**src/rtl/spi_slave.sv**
```systemverilog
// SPI mode-0 responder (CPOL=0, CPHA=0, MSB first).
// sclk/cs/mosi are asynchronous and oversampled through synchronizers.
// Received frames appear on rx_data with a one-cycle rx_valid pulse.
// miso is driven from a tx shift register fed by a one-deep host buffer.
// Ports:
//   clk, reset        system clock, synchronous active-high reset
//   tx_data/valid     host write port, accepted when tx_valid & tx_ready
//   tx_ready          transmit buffer empty
//   rx_data/rx_valid  last complete frame and its update pulse
//   busy, miso_oe     frame active (synchronized cs low, frame accepted)
//   frame_err         pulse: cs rose with a partial frame
//   tx_underrun       pulse: IDLE_FILL loaded because the buffer was empty
//   sclk, cs, mosi    SPI inputs from the master
//   miso              SPI data output
module spi_slave #(
  parameter int unsigned DATA_WIDTH  = 8,
  parameter int unsigned SYNC_STAGES = 2,
  parameter logic [DATA_WIDTH-1:0] IDLE_FILL = DATA_WIDTH'(8'hFF)
) (
  input  logic                  clk,
  input  logic                  reset,
  input  logic [DATA_WIDTH-1:0] tx_data,
  input  logic                  tx_valid,
  output logic                  tx_ready,
  output logic [DATA_WIDTH-1:0] rx_data,
  output logic                  rx_valid,
  output logic                  busy,
  output logic                  frame_err,
  output logic                  tx_underrun,
  input  logic                  sclk,
  input  logic                  cs,
  input  logic                  mosi,
  output logic                  miso,
  output logic                  miso_oe
);

  localparam int unsigned CNT_W   = $clog2(DATA_WIDTH + 1);
  localparam int unsigned FLUSH_W = $clog2(SYNC_STAGES + 2);
  localparam logic [FLUSH_W-1:0] FLUSH_DONE = FLUSH_W'(SYNC_STAGES + 1);

  typedef enum logic {IDLE, ACTIVE} state_t;

  state_t                  state;
  logic [SYNC_STAGES-1:0]  sclk_sync, cs_sync, mosi_sync;
  logic                    sclk_q, cs_q;
  logic [FLUSH_W-1:0]      flush_cnt;
  logic                    armed;
  logic [DATA_WIDTH-1:0]   tx_buf;
  logic [DATA_WIDTH-1:0]   tx_shift;
  logic [DATA_WIDTH-1:0]   rx_shift;
  logic [CNT_W-1:0]        bit_cnt;
  logic                    reload;

  logic sclk_s, cs_s, mosi_s;
  logic cs_fall_c, cs_rise_c, sclk_rise_c, sclk_fall_c;
  logic load_c;

  // Edge detection on the synchronized inputs, plus the shared load point.
  always_comb begin
    sclk_s      = sclk_sync[SYNC_STAGES-1];
    cs_s        = cs_sync[SYNC_STAGES-1];
    mosi_s      = mosi_sync[SYNC_STAGES-1];
    cs_fall_c   = cs_q & ~cs_s;
    cs_rise_c   = ~cs_q & cs_s;
    sclk_rise_c = ~sclk_q & sclk_s;
    sclk_fall_c = sclk_q & ~sclk_s;
    load_c      = 1'b0;
    if (state == IDLE)
      load_c = armed & cs_fall_c;
    else
      load_c = ~cs_rise_c & sclk_fall_c & reload;
  end

  // Synchronizers, transmit buffer and frame FSM.
  always_ff @(posedge clk) begin
    if (reset) begin
      state       <= IDLE;
      sclk_sync   <= '0;
      cs_sync     <= '1;
      mosi_sync   <= '0;
      sclk_q      <= 1'b0;
      cs_q        <= 1'b1;
      flush_cnt   <= '0;
      armed       <= 1'b0;
      tx_buf      <= '0;
      tx_ready    <= 1'b1;
      tx_shift    <= '0;
      rx_shift    <= '0;
      rx_data     <= '0;
      rx_valid    <= 1'b0;
      bit_cnt     <= '0;
      reload      <= 1'b0;
      busy        <= 1'b0;
      miso_oe     <= 1'b0;
      miso        <= 1'b0;
      frame_err   <= 1'b0;
      tx_underrun <= 1'b0;
    end else begin
      sclk_sync <= {sclk_sync[SYNC_STAGES-2:0], sclk};
      cs_sync   <= {cs_sync[SYNC_STAGES-2:0], cs};
      mosi_sync <= {mosi_sync[SYNC_STAGES-2:0], mosi};
      sclk_q    <= sclk_s;
      cs_q      <= cs_s;

      rx_valid    <= 1'b0;
      frame_err   <= 1'b0;
      tx_underrun <= 1'b0;

      // Arm only once the chain holds real samples and cs is seen high, so a
      // frame that was already running across reset is ignored.
      if (flush_cnt != FLUSH_DONE)
        flush_cnt <= flush_cnt + FLUSH_W'(1);
      else if (cs_s)
        armed <= 1'b1;

      // Load point: take the pending byte, or IDLE_FILL if none.
      if (load_c) begin
        if (!tx_ready) begin
          tx_shift <= tx_buf;
          miso     <= tx_buf[DATA_WIDTH-1];
        end else begin
          tx_shift    <= IDLE_FILL;
          miso        <= IDLE_FILL[DATA_WIDTH-1];
          tx_underrun <= 1'b1;
        end
        tx_ready <= 1'b1;
      end

      // Host write sees the pre-load tx_ready; no bypass into the shifter.
      if (tx_valid && tx_ready) begin
        tx_buf   <= tx_data;
        tx_ready <= 1'b0;
      end

      case (state)
        IDLE: begin
          if (armed && cs_fall_c) begin
            state   <= ACTIVE;
            busy    <= 1'b1;
            miso_oe <= 1'b1;
            bit_cnt <= '0;
            reload  <= 1'b0;
          end
        end
        ACTIVE: begin
          if (cs_rise_c) begin
            state   <= IDLE;
            busy    <= 1'b0;
            miso_oe <= 1'b0;
            miso    <= 1'b0;
            if (bit_cnt != '0)
              frame_err <= 1'b1;
            bit_cnt <= '0;
            reload  <= 1'b0;
          end else if (sclk_rise_c) begin
            rx_shift <= {rx_shift[DATA_WIDTH-2:0], mosi_s};
            if (bit_cnt == CNT_W'(DATA_WIDTH - 1)) begin
              rx_data  <= {rx_shift[DATA_WIDTH-2:0], mosi_s};
              rx_valid <= 1'b1;
              bit_cnt  <= '0;
              reload   <= 1'b1;
            end else begin
              bit_cnt <= bit_cnt + CNT_W'(1);
            end
          end else if (sclk_fall_c) begin
            if (reload) begin
              reload <= 1'b0;
            end else begin
              tx_shift <= {tx_shift[DATA_WIDTH-2:0], 1'b0};
              miso     <= tx_shift[DATA_WIDTH-2];
            end
          end
        end
        default: state <= IDLE;
      endcase
    end
  end

endmodule

```
**config.mk**
```make
export PLATFORM = sky130hd
export DESIGN_NAME = spi_slave
export DESIGN_NICKNAME = d
export VERILOG_FILES = /design/src/rtl/spi_slave.sv
export SDC_FILE = /design/constraint.sdc
export NUM_CORES = 1
export LEC_CHECK = 0
export CAP_MARGIN = 10
export CELL_PAD_IN_SITES_DETAIL_PLACEMENT = 1
export CELL_PAD_IN_SITES_GLOBAL_PLACEMENT = 1
export CORE_MARGIN = 10
export CORE_UTILIZATION = 44
export CTS_CLUSTER_SIZE = 10
export DETAILED_ROUTE_END_ITERATION = 16
export PLACE_DENSITY_LB_ADDON = 0.1
export SLEW_MARGIN = 40
export SYNTH_ARGS = -nofsm -noshare
export SYNTH_HDL_FRONTEND = slang
export SYNTH_SLANG_ARGS = --single-unit
export TNS_END_PERCENT = 30
```
**constraint.sdc**
```tcl
create_clock -name clk -period 5.2 [get_ports clk]
set_clock_uncertainty 0.1 [all_clocks]
set_input_delay 1.04 -clock clk [delete_from_list [all_inputs] [get_ports clk]]
set_output_delay 1.04 -clock clk [all_outputs]
set_load 0.005 [all_outputs]
```
### After elaboration in Yosys (flattened, before gate mapping)

Cells that the tools add are included.

| cells by class | value |
|---|---|
| $add $sub $neg | 2 |
| muxes and demuxes | 37 |
| reduce and logical (&&, ||, !) cells | 13 |
| bitwise gates (word level) | 16 |
| equality and inequality tests | 7 |

Operators by type and width:

| cell | number |
|---|---|
| 2-to-1 mux 8 bit | 7 |
| 2-to-1 mux 1 bit | 22 |
| 2-to-1 mux 4 bit | 4 |
| inverter 1 bit | 9 |
| case mux 4 bit (2 select lines) | 1 |
| AND 1 bit | 7 |
| case mux 1 bit (2 select lines) | 3 |
| AND reduction 2 bit | 3 |
| AND reduction 3 bit | 2 |
| adder 4 x 1 -> 4 bit, second input constant | 1 |
| equality test 4 x 3 -> 1 bit, second input constant | 1 |
| != test 2 x 1 -> 1 bit, second input constant | 2 |
| != test 4 x 1 -> 1 bit, second input constant | 1 |
| != test 4 x 3 -> 1 bit, second input constant | 1 |
| AND reduction 4 bit | 1 |
| nonzero test 4 bit | 1 |
| OR reduction 4 bit | 1 |
| != test 3 x 1 -> 1 bit, second input constant | 1 |
| OR reduction 3 bit | 1 |
| adder 2 x 1 -> 2 bit, second input constant | 1 |
| logical AND 1 bit | 2 |
| != test 2 bit, second input constant | 1 |
| nonzero test 2 bit | 1 |
| OR reduction 2 bit | 1 |

| storage, ports and cells | value |
|---|---|
| logic and storage cells | 95 |
| register bits after elaboration | 54 |
| input port bits | 14 |

### Depth between registers and ports, before layout

Gate-level depths: netlist (run 1).

| logic depth | value |
|---|---|
| word-level depth | 12 |
| mapped depth | 7 |
| depth with buffers taken out | 6 |

### Worst setup path before layout (run 1)

Ideal clock, no wire load.

| timing path | value |
|---|---|
| path kind | input to register |
| start | input port reset |
| end | register bit_cnt[0] |
| data arrival time | 1.888 ns |
| cell stages on the path | 4 |
| setup slack | 3.080 ns |
| required time | 4.968 ns |
| cell sequence | buf_2 -> clkbuf_1 -> clkbuf_1 -> a21oi_1 |

RTL lines:

| what | line | text |
|---|---|---|
| start: declaration | 21 | `input logic reset,` |
| end signal: assignment | 163 | `bit_cnt <= bit_cnt + CNT_W'(1);` |
| end: declaration | 51 | `logic [CNT_W-1:0] bit_cnt;` |

No word-level cell between the ends.

### Final worst setup path (run 1)

| timing path | value |
|---|---|
| start | register tx_ready |
| end | output port tx_ready |

RTL lines:

| what | line | text |
|---|---|---|
| start: declaration | 24 | `output logic tx_ready,` |
| start signal: assignment | 86 | `tx_ready <= 1'b1;` |
| start signal: assignment | 126 | `tx_ready <= 1'b1;` |
| start signal: assignment | 132 | `tx_ready <= 1'b0;` |

No word-level cell between the ends.

==> impl_metrics.env, run 1 <==
export IMPL_status="complete, no violations"
export IMPL_cellLeakagePower_nw=0.908
export IMPL_crit_family="flip-flops"
export IMPL_start_util=0.458
export IMPL_regToRegStartpoint="cs_q"
export IMPL_syn_area_um2=2190
export IMPL_die_h_um=90.6
export IMPL_synth_edf_count=0
export IMPL_p_sw_frac=0.231
export IMPL_drt_total_wl_um=4640
export IMPL_finalCritPeriodShare=0.511
export IMPL_postCtsSetupRepairBufs=0
export IMPL_wl_per_cell_um=14.1
export IMPL_final_common_cell="dfxtp_1"
export IMPL_maxCapViolCount=0
export IMPL_slowest_stage="dfxtp_1"
export IMPL_grt_pass1_vias=1717
export IMPL_ir_worst_vdd_v=0.000163
export IMPL_place_area_um2=2460
export IMPL_crit_cells=1
export IMPL_cts_max_level=2
export IMPL_slowest_delay_ns=0.61
export IMPL_hold_path_class="flip-flop to flip-flop"
export IMPL_numCtsBuffers=5
export IMPL_path_class="flip-flop to output port"
export IMPL_cp_required_ns=4.06
export IMPL_dieArea_um2=8210
export IMPL_fmax_mhz=376
export IMPL_antenna_left=0
export IMPL_synthToLayoutAreaGrowth_pct=15.7
export IMPL_clock_latency_ns=0.30
export IMPL_powerDensity_nw_per_um2=274
export IMPL_crit_buf_inv=1
export IMPL_crit_start="tx_ready"
export IMPL_cts_tree="built"
export IMPL_path_max_fanout=14
export IMPL_cts_root_buf="clkbuf_8"
export IMPL_layout_drive_gt1_share=0.0989
export IMPL_crit_path_end="tx_ready"
export IMPL_p_sw_mw=0.161
export IMPL_r2r_end="tx_shift[0]"
export IMPL_final_cell_mix="dfxtp_1 (53), nand2_1 (44), a21oi_1 (29)"
export IMPL_clockBufferDepth=2
export IMPL_antenna_found_initial=0
export IMPL_slew_headroom=0.606
export IMPL_vias=1709
export IMPL_fin_area_um2=2540
export IMPL_tightest_slew_ns=0.591
export IMPL_postSynthCellCount=244
export IMPL_cts_hold_buf=0
export IMPL_synth_warnings=0
export IMPL_combPwrFrac=0.076
export IMPL_crit_path_end_kind="output port"
export IMPL_p_int_mw=0.535
export IMPL_fin_ws_ns=2.54
export IMPL_port_buffers=28
export IMPL_clock_sinks=53
export IMPL_nets=283
export IMPL_rsz0062_at_grt="no"
export IMPL_dpl_worst_slack_ns=2.77
export IMPL_grt_overflow_total=0
export IMPL_place_gp_congestion=0.721
export IMPL_seq_power_share=0.618
export IMPL_hold_violations=0
export IMPL_via_per_inst=5.18
export IMPL_min_period_ns=2.66
export IMPL_ff2ff_setup_slack_ns=3.21
export IMPL_slew_viol_final=0
export IMPL_pwr_share_clk=0.306
export IMPL_synth_ff_latch_count=53
export IMPL_crit_arrival_ns=1.52
export IMPL_drc=0
export IMPL_die_x_um=90.6
export IMPL_grt_total_usage=0.116
export IMPL_pin_count=29
export IMPL_drt_pass1_iter_count=4
export IMPL_core_um2=4790
export IMPL_final_setup_tns_ns=0
export IMPL_synth_cell_types=41
export IMPL_ys_seq_area_frac=0.484
export IMPL_drt_iter0_drc=71
export IMPL_grt_pass1_wl_um=8030
export IMPL_cts_resized=0
export IMPL_num_antenna_cells=0
export IMPL_clkTransAtPathRegs_ns=0.09
export IMPL_synth_ff_type="dfxtp_1"
export IMPL_rr_worst_depth=4
export IMPL_grt_start_max_net_pins=55
export IMPL_fp_row_count=25
export IMPL_async_flop_share=0
export IMPL_synth_fp_nets=263
export IMPL_start_kind="flip-flop"
export IMPL_path_cells="clkdlybuf4s50_1"
export IMPL_setup_viol=0
export IMPL_dpl_hpwl_um=3260
export IMPL_avgSynthCellArea_um2=8.98
## layout make-up
type	instances	area [um2]
Sequential cell	53	1060
Clock inverter	1	5.00
Multi-Input combinational cell	170	1020
Timing Repair Buffer	28	278
Inverter	6	22.5
Tap cell	67	83.8
Clock buffer	5	68.8
Fill cell	579	2250
## registers in the layout (all words and copies together), names as in the netlist, 2 cells and up
register,flops
tx_shift,7
rx_shift,7
tx_buf,8
mosi_sync,2
cs_sync,2
rx_data,8
flush_cnt,2
bit_cnt,4
sclk_sync,2
## layer usage
metal	part of all wire	routed length [um]	GRT usage	vias to the layer above
met3	0.039	180	0.0349	8
met5	0	0	0	-
met1	0.47	2180	0.133	809
met4	0.015	68	0.0438	0
met2	0.48	2210	0.195	21
li1	-	-	-	871
## synth_stat cells (2+ instances only)
library cell,number,share of area
a21oi_1,29,0.066
a311oi_1,2,0.0080
a31oi_1,2,0.0057
and3_1,2,0.0057
and3b_1,2,0.0080
buf_2,4,0.0091
buf_4,2,0.0068
buf_6,3,0.015
clkbuf_1,6,0.010
dfxtp_1,53,0.48
ha_1,5,0.029
inv_1,5,0.0086
nand2_1,44,0.075
nand2b_1,2,0.0057
nand3_1,18,0.041
nor2_1,22,0.038
nor2_2,2,0.0057
nor2b_1,4,0.011
nor3_1,4,0.0091
o21ai_0,4,0.0091
o31ai_1,2,0.0068
o41ai_2,6,0.045
or2_2,3,0.0086
## worst reg2reg max path, cell delays in order (launching register included)
cell and delay, ns:
dfxtp_1 0.39, nand2b_1 0.45, a41o_1 0.50, nor2_1 0.10, a2111oi_2 0.35
## per-stage QoR
| stage | power, mW | utilization | cells | hold slack (ns) |
|---|---|---|---|---|
| floorplan | 0.472 | - | 244 | 0.289 |
| global placement | 0.492 | 0.514 | 324 | 0.295 |
| detailed placement | 0.494 | 0.515 | 324 | 0.302 |
| CTS | 0.707 | 0.530 | 330 | 0.330 |
| global route | 0.730 | 0.530 | 330 | 0.344 |
| finish | 0.696 | 0.530 | 330 | 0.326 |
## power groups by stage
stage	combinational (mW)	sequential (mW)	clock, mW
2_1_floorplan	0.0368	0.435	0
3_3_place_gp	0.0526	0.439	0
3_5_place_dp	0.0539	0.440	0
4_1_cts	0.0542	0.430	0.222
5_1_grt	0.0597	0.432	0.239
6_report	0.0531	0.430	0.213
## cell families (layout without fill, tap and decap cells)
logic type               after synthesis  after routing  share of synthesized area
buffers and inverters                 21             40                     0.0519
XOR/XNOR                               1              1                    0.00400
AND/OR/NAND/NOR                      113            113                      0.255
flip-flops                            53             53                      0.484
adder cells (fa/ha/maj)                5              5                     0.0285
AO/OA/AOI/OAI                         50             50                      0.172
multiplexers                           1              1                    0.00457
## how the worst min path moves through the flow
| stage | start | end | slack (ns) | cells past startpoint |
|---|---|---|---|---|
| 6_report | cs_sync[0] | cs_sync[1] | 0.33 | 1 |
| 5_1_grt | cs_sync[0] | cs_sync[1] | 0.34 | 1 |
| 4_1_cts | cs_sync[0] | cs_sync[1] | 0.33 | 1 |
| 3_5_place_dp | cs_sync[0] | cs_sync[1] | 0.30 | 1 |
| 3_3_place_gp | cs_sync[0] | cs_sync[1] | 0.30 | 1 |
| 2_1_floorplan | cs_sync[0] | cs_sync[1] | 0.29 | 1 |
No activity file was read; power rests on OpenSTA's default activity.
==> inputs of run 2 (changes only) <==
--- a/config.mk
+++ b/config.mk
@@ -9,7 +9,7 @@
 export CELL_PAD_IN_SITES_DETAIL_PLACEMENT = 1
 export CELL_PAD_IN_SITES_GLOBAL_PLACEMENT = 1
 export CORE_MARGIN = 10
-export CORE_UTILIZATION = 44
+export CORE_UTILIZATION = 41
 export CTS_CLUSTER_SIZE = 10
 export DETAILED_ROUTE_END_ITERATION = 16
 export PLACE_DENSITY_LB_ADDON = 0.1
==> constraint.sdc (replaced) <==
create_clock -name clk -period 2.59 [get_ports clk]
set_clock_uncertainty 0.1 [all_clocks]
set_input_delay 0.518 -clock clk [delete_from_list [all_inputs] [get_ports clk]]
set_output_delay 0.518 -clock clk [all_outputs]
set_load 0.005 [all_outputs]
==> impl_metrics.env, run 2 (same netlist as run 1, synthesis figures left out) <==
export IMPL_status="complete, no violations"
export IMPL_clkTransAtPathRegs_ns=0.09
export IMPL_die_h_um=93.1
export IMPL_path_class="flip-flop to flip-flop"
export IMPL_top_regs="rx_data x8, tx_buf x8"
export IMPL_p_sw_mw=0.329
export IMPL_dieArea_um2=8670
export IMPL_cts_resized=0
export IMPL_fmax_mhz=512
export IMPL_slew_viol_final=0
export IMPL_rr_worst_depth=4
export IMPL_maxCapViolCount=0
export IMPL_finalCritPeriodShare=0.754
export IMPL_place_gp_congestion=0.763
export IMPL_ir_worst_vdd_v=0.000288
export IMPL_final_common_cell="dfxtp_1"
export IMPL_cellLeakagePower_nw=0.916
export IMPL_layout_drive_gt1_share=0.106
export IMPL_start_kind="flip-flop"
export IMPL_power_mw=1.41
export IMPL_grt_start_max_net_pins=30
export IMPL_crit_arrival_ns=2.08
export IMPL_hold_ws_ns=0.324
export IMPL_r2r_end="bit_cnt[3]"
export IMPL_crit_path_end_kind="flip-flop"
export IMPL_combPwrFrac=0.080
export IMPL_drt_iter0_drc=61
export IMPL_p_int_mw=1.08
export IMPL_postCtsSetupRepairBufs=0
export IMPL_fin_area_um2=2550
export IMPL_synthToLayoutAreaGrowth_pct=16.4
export IMPL_slew_headroom=0.613
export IMPL_grt_total_usage=0.120
export IMPL_port_buffers=28
export IMPL_crit_start="cs_q"
export IMPL_rsz0062_at_grt="no"
export IMPL_clock_latency_ns=0.31
export IMPL_numCtsBuffers=5
export IMPL_antenna_found_initial=0
export IMPL_regToRegStartpoint="cs_q"
export IMPL_fin_util=0.497
export IMPL_cts_tree="built"
export IMPL_pin_count=29
export IMPL_tightest_slew_ns=0.580
export IMPL_cts_hold_buf=0
export IMPL_grt_overflow_total=0
export IMPL_instances_no_fill=335
export IMPL_p_sw_frac=0.234
export IMPL_hold_violations=0
export IMPL_n_fill_cell=652
export IMPL_via_per_inst=5.23
export IMPL_clock_sinks=53
export IMPL_start_util=0.426
export IMPL_grt_pass1_vias=1815
export IMPL_fp_row_count=26
export IMPL_path_max_fanout=17
export IMPL_pwr_share_clk=0.308
export IMPL_setup_viol=0
export IMPL_drc=0
export IMPL_final_setup_tns_ns=0
export IMPL_die_x_um=93.1
export IMPL_drt_pass1_iter_count=4
export IMPL_drt_total_wl_um=4810
export IMPL_grt_pass1_wl_um=8560
export IMPL_cts_max_level=2
export IMPL_wl_per_cell_um=14.4
export IMPL_antenna_left=0
export IMPL_cp_required_ns=2.72
export IMPL_hold_path_class="flip-flop to flip-flop"
export IMPL_clockBufferDepth=2
export IMPL_cts_root_buf="clkbuf_8"
export IMPL_vias=1751
export IMPL_core_um2=5140
export IMPL_ff2ff_setup_slack_ns=0.64
export IMPL_powerDensity_nw_per_um2=551
export IMPL_fin_ws_ns=0.636
export IMPL_min_period_ns=1.95
export IMPL_place_area_um2=2480
export IMPL_place_inst=329
export IMPL_num_antenna_cells=0
export IMPL_final_cell_mix="dfxtp_1 (53), nand2_1 (44), a21oi_1 (29)"
export IMPL_dpl_hpwl_um=3490
export IMPL_dpl_worst_slack_ns=0.596
export IMPL_seq_power_share=0.612
export IMPL_crit_path_end="bit_cnt[3]"
export IMPL_nets=285
[run 2: worst min-delay path by stage]
stage | slack, ns | startpoint | depth (start not counted) | end
2_1_floorplan | 0.29 | cs_sync[0] | 1 | cs_sync[1]
3_3_place_gp | 0.31 | cs_sync[0] | 1 | cs_sync[1]
3_5_place_dp | 0.30 | cs_sync[0] | 1 | cs_sync[1]
4_1_cts | 0.33 | cs_sync[0] | 1 | cs_sync[1]
5_1_grt | 0.34 | cs_sync[0] | 1 | cs_sync[1]
6_report | 0.32 | cs_sync[0] | 1 | cs_sync[1]
[run 2: power by group through the flow]
| stage | combinational (mW) | clock (mW) | sequential [mW] |
|---|---|---|---|
| floorplan | 0.0738 | 0 | 0.874 |
| global placement | 0.114 | 0 | 0.878 |
| detailed placement | 0.116 | 0 | 0.879 |
| CTS | 0.116 | 0.455 | 0.860 |
| global route | 0.127 | 0.483 | 0.864 |
| finish | 0.113 | 0.433 | 0.859 |
[run 2: layer usage]
| layer | up-vias | routed length (um) | global-route usage |
|---|---|---|---|
| li1 | 879 | - | - |
| met2 | 22 | 2390 | 0.204 |
| met4 | 0 | 81 | 0.0501 |
| met1 | 844 | 2140 | 0.134 |
| met5 | - | 0 | 0 |
| met3 | 6 | 198 | 0.0392 |
[run 2: layout make-up]
cell class / count / area [um2] / share of cell area
clock buffers: 5 / 68.8 / 0.0270
multi-input cells: 170 / 1020 / 0.399
well taps: 70 / 87.6 / 0.0343
clock inverters: 1 / 5.00 / 0.00196
inverters: 6 / 22.5 / 0.00882
repair buffers: 30 / 290 / 0.114
flip-flops and latches: 53 / 1060 / 0.416
[run 2: critical path, stage by stage, from the launching register on]
cell and delay, ns:
dfxtp_1 0.38, nand2b_1 0.43, and3_1 0.61, a31oi_1 0.17, nor3_1 0.19
==> edit, RTL diff (config.mk and constraints of run 2) <==
Make the reset (`reset`) asynchronous in one clocked block. Comments in the files are not updated.
--- a/src/rtl/spi_slave.sv
+++ b/src/rtl/spi_slave.sv
@@ -72,7 +72,7 @@
   end
 
   // Synchronizers, transmit buffer and frame FSM.
-  always_ff @(posedge clk) begin
+  always_ff @(posedge clk or posedge reset) begin
     if (reset) begin
       state       <= IDLE;
       sclk_sync   <= '0;
Function: differs if reset is asserted again (counterexample within 4 cycles, from zero or initial values and one cycle with reset high); with reset held inactive, the same outputs for 10 cycles.
==> edit against run 2 <==
Sequential cell count unchanged; global-route usage is 0.69 points lower; highest routed layer unchanged; fmax down 8.6%; area after synthesis up 1.9%; worst setup slack worse by 0.18 ns; final cell count down 15%; final area grew 5.0%; routed wire length is 1.5% lower; count of clock-buffer cells in the layout up 2.
Power is not compared: it rests on default switching activity, and its combinational part moved more than twofold at a synthesized area within 25%.
==> edit: results (changes against run 2) <==
run status=completed; Worst Path Arrival=1.52 ns (-0.56 ns); Routed WL per cell=16.6 um (+16%); synthesized instance count=187 (-23%); ClkCell Share=4.34% (+1.4 points); Post-DP Area=0.00256 mm^2 (+3.4%); vias per inst=5.17 (-1.1%); routability cong.=0.753 (-1.4%); Critical Path Sink=tx_ready; Area Growth Syn to Fin=19.9%; final layout net count=233 (-18%); Tightest Pin Transition=0.656 ns (+0.0763 ns); Slowest cell on crit path=dfstp_2; minimum clock period=2.14 ns (+0.183 ns); WHS Path Cells=0 (-1); hold endpoint=cs_sync[1]$_DFF_PP1_; placed insts=277 (-16%); delay-heaviest family, CP=flip-flops; pin count of the biggest net entering global routing=31 (+3.3%); CP peak stage delay=0.66 ns (+0.05 ns); vias post-DR=1473 (-16%); Non-clock buffers, area share=11.2% (-0.17 points); Critical Path Fanout Max=12 (-5); top post-synthesis cells by area=dfrtp_1, nand2_1, mux2_4; Filler cells=567 (-13%); final-layout clock buffer total=7 (+2); FF+latch area=0.00133 mm^2 (+25%); post-synthesis sequential area ratio=59.6% (+11 points); async set or reset register ratio after synthesis=100% (+100 points); commonest cells in the netlist=dfrtp_1, nand2_1, mux2_2, nor2_1, nor3_1; total track usage=11.3% (-0.69 points); number of non-clock buffers in the layout=29 (-3.3%); Min-Delay Startpoint=cs_sync[0]$_DFF_PP1_; drt initial violations=38 (-38%); Setup WS pre-CTS=0.639 ns (+0.0432 ns); r2r endpoint=rx_data[0]$_DFFE_PP0P_; Logic inverters=7 (+1); post-DP HPWL=3540 um (+1.5%)
==> edit: kinds of logic after synthesis <==
family          Yosys count  share of synthesized area [%]
mux                      18                           10.4
xor+xnor                  1                          0.392
buf+inv                  16                           3.81
compound gates           24                           7.50
flops                    53                           59.6
simple gates             70                           15.6
fa+ha+maj                 5                           2.80
==> edit: metal layers <==
metal  track usage [%]  wire length, um  up-vias
met5                 0                0        -
met4              4.30               53        0
met3              3.28              199        6
met2              18.4             2450       24
met1              13.8             2030      751
li1                  -                -      692
==> edit: power by group through the flow <==
| stage | registers (uW) | logic, uW | clock network [uW] |
|---|---|---|---|
| floorplan | 1100 | 259 | 0 |
| global placement | 1150 | 325 | 0 |
| detailed placement | 1170 | 347 | 0 |
| CTS | 1150 | 350 | 597 |
| global route | 1180 | 386 | 635 |
| finish | 1150 | 340 | 573 |
